### src/rtl/dmem_arbiter.sv
// Two-port arbiter/sequencer in front of the CPU data memory; one word access per IDLE-ACCESS-RESP pass.
// Define DMEM_ARB_RR_EN for round-robin tie-breaking; the default build uses fixed priority with port 0 first.
module dmem_arbiter #(
  parameter int unsigned MEM_BYTES   = 256,
  parameter bit          ZERO_WR_ERR = 1'b1
) (
  input  logic        CLK,
  input  logic        Reset,
  input  logic        r0_req,
  input  logic        r0_we,
  input  logic [31:0] r0_addr,
  input  logic [31:0] r0_wdata,
  output logic        r0_ack,
  output logic [31:0] r0_rdata,
  output logic        r0_err,
  input  logic        r1_req,
  input  logic        r1_we,
  input  logic [31:0] r1_addr,
  input  logic [31:0] r1_wdata,
  output logic        r1_ack,
  output logic [31:0] r1_rdata,
  output logic        r1_err,
  output logic        mRD,
  output logic        mWR,
  output logic [31:0] DAddr,
  output logic [31:0] DataIn,
  input  logic [31:0] DataOut
);

  localparam logic [31:0] MAX_ADDR = 32'(MEM_BYTES - 4);

  typedef enum logic [1:0] {
    IDLE,
    ACCESS,
    RESP
  } state_t;

  state_t           state_q, state_d;
  logic             owner_q, owner_d;
  logic             we_q, we_d;
  logic [1:0]       ack_q, ack_d;
  logic [1:0]       err_q, err_d;
  logic [1:0][31:0] rdata_q, rdata_d;
  logic             mrd_q, mrd_d;
  logic             mwr_q, mwr_d;
  logic [31:0]      daddr_q, daddr_d;
  logic [31:0]      datain_q, datain_d;

  logic             gnt;
  logic             sel_we;
  logic             sel_bad;
  logic [31:0]      sel_addr;
  logic [31:0]      sel_wdata;

`ifdef DMEM_ARB_RR_EN
  logic             last_owner_q, last_owner_d;
`endif

  // Winner selection and address validation for the request being sampled in IDLE.
  always_comb begin
`ifdef DMEM_ARB_RR_EN
    if (r0_req && r1_req) begin
      gnt = ~last_owner_q;
    end else begin
      gnt = ~r0_req;
    end
`else
    gnt = ~r0_req;
`endif
    sel_we    = gnt ? r1_we    : r0_we;
    sel_addr  = gnt ? r1_addr  : r0_addr;
    sel_wdata = gnt ? r1_wdata : r0_wdata;
    sel_bad   = (sel_addr[1:0] != 2'b00)
             || (sel_addr > MAX_ADDR)
             || (ZERO_WR_ERR && sel_we && (sel_addr == '0));
  end

  always_comb begin
    state_d  = state_q;
    owner_d  = owner_q;
    we_d     = we_q;
    ack_d    = '0;
    err_d    = '0;
    rdata_d  = rdata_q;
    mrd_d    = 1'b0;
    mwr_d    = 1'b0;
    daddr_d  = '0;
    datain_d = '0;
`ifdef DMEM_ARB_RR_EN
    last_owner_d = last_owner_q;
`endif

    case (state_q)
      IDLE: begin
        if (r0_req || r1_req) begin
          owner_d = gnt;
          we_d    = sel_we;
`ifdef DMEM_ARB_RR_EN
          last_owner_d = gnt;
`endif
          // Memory strobes are registered, so they are set up here to be live during ACCESS.
          if (sel_bad) begin
            state_d    = RESP;
            ack_d[gnt] = 1'b1;
            err_d[gnt] = 1'b1;
          end else begin
            state_d  = ACCESS;
            mrd_d    = ~sel_we;
            mwr_d    = sel_we;
            daddr_d  = sel_addr;
            datain_d = sel_wdata;
          end
        end
      end
      ACCESS: begin
        state_d        = RESP;
        ack_d[owner_q] = 1'b1;
        if (!we_q) begin
          rdata_d[owner_q] = DataOut;
        end
      end
      RESP: begin
        state_d = IDLE;
      end
      default: begin
        state_d = IDLE;
      end
    endcase
  end

  always_ff @(posedge CLK) begin
    if (Reset) begin
      state_q  <= IDLE;
      owner_q  <= 1'b0;
      we_q     <= 1'b0;
      ack_q    <= '0;
      err_q    <= '0;
      rdata_q  <= '0;
      mrd_q    <= 1'b0;
      mwr_q    <= 1'b0;
      daddr_q  <= '0;
      datain_q <= '0;
`ifdef DMEM_ARB_RR_EN
      last_owner_q <= 1'b1;
`endif
    end else begin
      state_q  <= state_d;
      owner_q  <= owner_d;
      we_q     <= we_d;
      ack_q    <= ack_d;
      err_q    <= err_d;
      rdata_q  <= rdata_d;
      mrd_q    <= mrd_d;
      mwr_q    <= mwr_d;
      daddr_q  <= daddr_d;
      datain_q <= datain_d;
`ifdef DMEM_ARB_RR_EN
      last_owner_q <= last_owner_d;
`endif
    end
  end

  assign r0_ack   = ack_q[0];
  assign r1_ack   = ack_q[1];
  assign r0_err   = err_q[0];
  assign r1_err   = err_q[1];
  assign r0_rdata = rdata_q[0];
  assign r1_rdata = rdata_q[1];
  assign mRD      = mrd_q;
  assign mWR      = mwr_q;
  assign DAddr    = daddr_q;
  assign DataIn   = datain_q;

endmodule

### config.mk
export PLATFORM = sky130hd
export DESIGN_NAME = dmem_arbiter
export DESIGN_NICKNAME = d
export VERILOG_FILES = /design/src/rtl/dmem_arbiter.sv
export SDC_FILE = /design/constraint.sdc
export NUM_CORES = 1
export LEC_CHECK = 0
export CAP_MARGIN = 20
export CORE_AREA = 2 2 115 117
export CTS_CLUSTER_SIZE = 10
export DETAILED_ROUTE_END_ITERATION = 16
export DIE_AREA = 0 0 117 119
export HOLD_SLACK_MARGIN = 0.06
export PLACE_DENSITY = 0.81
export RECOVER_POWER = 25
export SLEW_MARGIN = 5
export SYNTH_ARGS = -nofsm -noshare
export SYNTH_HDL_FRONTEND = slang
export SYNTH_SLANG_ARGS = --single-unit
export TNS_END_PERCENT = 1
### constraint.sdc
create_clock -name CLK -period 5.94 [get_ports CLK]
set_input_delay 0.891 -clock CLK [delete_from_list [all_inputs] [get_ports CLK]]
set_output_delay 0.891 -clock CLK [all_outputs]
set_load 0.01 [all_outputs]
==> metrics.txt <==
# TYPE chip_impl_metric gauge
chip_impl_info{name="netlist.top_cell.by_area",value="dfxtp_1"} 1
chip_impl_metric{name="final_critical_path_share_of_the_clock_period",unit="%"} 51.87
chip_impl_metric{name="worst_r2r_path_depth",unit=""} 5
chip_impl_metric{name="nNetsFinal",unit=""} 986
chip_impl_metric{name="clockBufferDepth",unit=""} 2
chip_impl_metric{name="synth-adder-area-share",unit="%"} 0
chip_impl_metric{name="grt_first_pass_wirelength",unit="mm"} 22.29
chip_impl_metric{name="area_taken_by_multi_input_logic_gates",unit="µm²"} 1808
chip_impl_info{name="critical_path.reg2reg.endpoint",value="r0_rdata[14]$_SDFFE_PP0P_"} 1
chip_impl_metric{name="dieHeight",unit="µm"} 119
chip_impl_info{name="hold_path_end",value="r0_rdata[5]$_SDFFE_PP0P_"} 1
chip_impl_metric{name="detail_route.iter0.violations",unit=""} 249
chip_impl_metric{name="synthMuxAreaShare",unit="%"} 8.735
chip_impl_metric{name="p_per_area",unit="nW/µm²"} 252.9
chip_impl_metric{name="gp_congestion",unit=""} 0.8856
chip_impl_info{name="rsz0062_at_grt",value="false"} 1
chip_impl_metric{name="post_synth_xor_area_fraction",unit="%"} 0
chip_impl_info{name="worstHoldStart",value="r0_rdata[5]$_SDFFE_PP0P_"} 1
chip_impl_metric{name="detail-route-antenna-nets",unit=""} 0
chip_impl_metric{name="timing.critical_path.arrival",unit="ns"} 3.40
chip_impl_metric{name="synth_largest_type_area_fraction",unit="%"} 60.08
chip_impl_metric{name="grt_max_degree",unit=""} 70
chip_impl_metric{name="total_number_of_h_tree_levels",unit=""} 4
chip_impl_metric{name="antennaDiodeCount",unit=""} 0
chip_impl_metric{name="fin_util",unit="%"} 65.10
chip_impl_metric{name="max-cap-violations",unit=""} 2
chip_impl_metric{name="num_rows",unit=""} 42
chip_impl_metric{name="timing.hold.worst_path_depth",unit=""} 2
chip_impl_info{name="dominant_combinational_cell_family_by_area_after_synthesis",value="simple AND/OR/NAND/NOR gates"} 1
chip_impl_info{name="crit_path_end_kind",value="flop"} 1
chip_impl_metric{name="post_synth_num_cell_types",unit=""} 30
chip_impl_metric{name="vias_per_cell",unit=""} 4.508
chip_impl_info{name="startpoint_kind_of_the_worst_setup_timing_path",value="input port"} 1
chip_impl_metric{name="grt_overflow",unit=""} 0
chip_impl_info{name="clock_tree_from_tritoncts",value="yes"} 1
chip_impl_metric{name="post_synthesis_compound_gate_area_fraction",unit="%"} 8.980
chip_impl_metric{name="syn2layout_area_growth",unit="%"} 82.29
chip_impl_metric{name="fin_worst_skew",unit="ns"} 0.008413
chip_impl_metric{name="cts.hold.buffers_added",unit=""} 0
chip_impl_metric{name="synthesized_area",unit="µm²"} 4598
chip_impl_metric{name="vias",unit=""} 4544
chip_impl_metric{name="yosysWarningCount",unit=""} 0
chip_impl_metric{name="ioPinCount",unit=""} 300
chip_impl_metric{name="synth_sequential_area_ratio",unit="%"} 60.08
chip_impl_metric{name="drc_markers",unit=""} 0
chip_impl_metric{name="route.detailed.wl_per_inst",unit="µm"} 14.69
chip_impl_metric{name="synthesis.instances",unit=""} 501
chip_impl_metric{name="grtUsageTotal",unit="%"} 21.21
chip_impl_metric{name="share_of_synthesized_cell_area_in_and_or_nand_and_nor_gates",unit="%"} 19.37
chip_impl_metric{name="final-hold-violation-count",unit=""} 0
chip_impl_metric{name="dp_hpwl",unit="mm"} 11.19
chip_impl_metric{name="tightestPinTransition",unit="ns"} 1.558
chip_impl_metric{name="vias_in_the_first_global_route",unit=""} 4429
chip_impl_metric{name="post-cts-setup-buffer-count",unit=""} 0
chip_impl_metric{name="core_area",unit="µm²"} 12870
chip_impl_metric{name="timing.max_slew.rel_slack",unit="%"} -3.835
chip_impl_metric{name="length_of_the_first_detailed_routing_pass_in_iterations",unit=""} 4
chip_impl_info{name="outcome",value="complete, but fails checks"} 1
chip_impl_info{name="failed_checks",value="max-capacitance violations, max-slew violations"} 1
chip_impl_info{name="cts_root_buf",value="clkbuf_16"} 1
chip_impl_metric{name="floorplan.initialDensity",unit="%"} 35.71
chip_impl_metric{name="fmax",unit="GHz"} 0.3246
chip_impl_metric{name="area.sequential",unit="µm²"} 2763
chip_impl_metric{name="setup_viol",unit=""} 0
chip_impl_metric{name="insertion_delay",unit="ns"} 0.42
chip_impl_metric{name="die_outline_area",unit="µm²"} 13920
chip_impl_metric{name="min_period",unit="ns"} 3.081
chip_impl_metric{name="antenna_found_initial",unit=""} 0
chip_impl_info{name="synth.top_cells.by_area",value="dfxtp_1, nand2_1, mux2i_1"} 1
chip_impl_metric{name="cells_resized_by_post_cts_repair",unit=""} 0
chip_impl_metric{name="cts_buffers",unit=""} 17
chip_impl_metric{name="peakVddDrop",unit="µV"} 200.0
chip_impl_info{name="hold_class",value="reg -> reg"} 1
chip_impl_metric{name="ys_ff_latch",unit=""} 138
chip_impl_metric{name="timing.critical_path.required",unit="ns"} 6.26
chip_impl_metric{name="clock_sinks",unit=""} 138
chip_impl_metric{name="critical_path.max_fanout",unit=""} 40
chip_impl_metric{name="number_of_inserted_filler_cells_in_the_final_layout",unit=""} 1069
chip_impl_metric{name="post_route_cells_drive_above_1_share",unit="%"} 5.048
chip_impl_metric{name="worst-r2r-setup-slack",unit="ns"} 3.64
chip_impl_metric{name="timing.setup.tns",unit="ns"} 0
chip_impl_info{name="rr_startpoint",value="state_q[0]$_SDFFE_PP0P_"} 1
chip_impl_info{name="critical_path_class",value="in -> reg"} 1
chip_impl_metric{name="finalMaxSlewViolations",unit=""} 66
chip_impl_metric{name="syn_avg_cell_area",unit="µm²"} 9.178
chip_impl_metric{name="total_detailed_routing_wirelength",unit="mm"} 14.81
chip_impl_metric{name="final_layout_worst_hold_slack",unit="ns"} 0.4511
chip_impl_metric{name="buffer_ports.inserted",unit=""} 299
chip_impl_metric{name="clk_pin_slew",unit="ns"} 0.06
chip_impl_metric{name="static-leakage-power",unit="nW"} 3.124
chip_impl_metric{name="chipWidth",unit="µm"} 117
-- synthesized netlist by cell type (all sizes together) --
library cell / number
and3b: 1
a21oi: 67
dfxtp: 138
mux2i: 39
nor3: 5
nand2: 132
nor4b: 2
buf: 6
and2: 2
conb: 1
nand4: 2
nor2: 55
or4b: 1
nor4: 8
a21boi: 1
nand3: 4
or4: 1
and4b: 2
a22oi: 1
o21ai: 2
a2111oi: 2
mux2: 1
o22a: 1
clkbuf: 24
inv: 2
o31ai: 1
-- cell families after synthesis --
kind of cell / Yosys count
AO/OA/AOI/OAI: 75
other: 1
buffers and inverters: 32
AND/OR/NAND/NOR: 215
multiplexers: 40
flip-flops: 138
-- critical path: stages --
cell and delay (ns):
clkdlybuf4s50_1 0.42, or4b_1 0.50, o22a_1 0.24, a2111oi_4 0.35, nand3_2 0.67, nor2_1 0.33
-- through the flow --
step           instance area [µm²]  total power, mW  setup slack, ns  cells
6_report                      8382            2.120            2.859   1008
4_1_cts                       8396            2.138            2.813   1008
3_5_place_dp                  7833            1.153            2.371    977
2_1_floorplan                 4692            1.010            3.347    526
3_3_place_gp                  7833            1.152            2.446    977
5_1_grt                       8382            2.199            2.673   1008
-- cell type report --
| cell class | count | share of cell area [%] |
|---|---|---|
| Tap cell | 176 | 2.627 |
| Clock inverter | 11 | 1.149 |
| Inverter | 2 | 0.08957 |
| Sequential cell | 138 | 32.96 |
| Multi-Input combinational cell | 356 | 21.57 |
| Clock buffer | 20 | 5.568 |
| Timing Repair Buffer | 305 | 36.04 |
-- power by group --
| group | total [mW] | internal, mW | leakage, nW | switching, mW |
|---|---|---|---|---|
| Clock | 0.986 | 0.603 | 0.266 | 0.383 |
| Sequential | 0.943 | 0.938 | 1.12 | 0.00490 |
| Combinational | 0.190 | 0.130 | 1.74 | 0.0601 |
-- cell usage in the layout (no fill, tap or decap) --
cell / n
a2111oi_0: 1
a2111oi_4: 1
a21boi_0: 1
a21oi_1: 67
a22oi_1: 1
and2_1: 2
and3b_1: 1
and4b_1: 2
buf_2: 2
buf_4: 4
bufinv_16: 1
clkbuf_1: 2
clkbuf_16: 17
clkbuf_8: 3
clkdlybuf4s50_1: 297
clkinv_2: 4
clkinvlp_4: 5
conb_1: 26
dfxtp_1: 138
inv_1: 1
inv_2: 1
inv_6: 1
mux2_2: 1
mux2i_1: 39
nand2_1: 132
nand3_1: 3
nand3_2: 1
nand4_1: 2
nor2_1: 55
nor3_1: 4
nor3_2: 1
nor4_1: 8
nor4b_1: 2
o21ai_0: 2
o22a_1: 1
o31ai_1: 1
or4_1: 1
or4b_1: 1
-- per-layer routing --
layer | vias to the layer above | global-route usage, % | routed length (µm)
met5 | - | 0 | 0
met4 | 0 | 9.559 | 408
met3 | 39 | 10.43 | 1539
met2 | 213 | 35.12 | 7161
met1 | 2027 | 22.47 | 5703
li1 | 2265 | - | -
-- worst max-delay path by stage --
| stage | depth (start not counted) | start | end | slack, ns |
|---|---|---|---|---|
| after detailed placement | 6 | r0_addr[27] | DataIn[25]$_SDFF_PP0_ | 2.37 |
| after CTS | 6 | r0_addr[27] | DAddr[6]$_SDFF_PP0_ | 2.81 |
| after global placement | 7 | r0_addr[27] | mWR$_SDFF_PP0_ | 2.45 |
| final | 6 | r0_addr[27] | DAddr[6]$_SDFF_PP0_ | 2.86 |
| after global routing | 6 | r0_addr[27] | DataIn[8]$_SDFF_PP0_ | 2.67 |
| after floorplan | 6 | r0_req | err_q[1]$_SDFF_PP0_ | 3.35 |
-- state kept, by name, indices dropped and copies added, names as in the netlist --
name / flops
DAddr: 32
DataIn: 32
r0_rdata: 32
r1_rdata: 32
ack_q: 2
err_q: 2
state_q: 2
mRD: 1
mWR: 1
owner_q: 1
we_q: 1
Power figures use the tool's default switching activity.
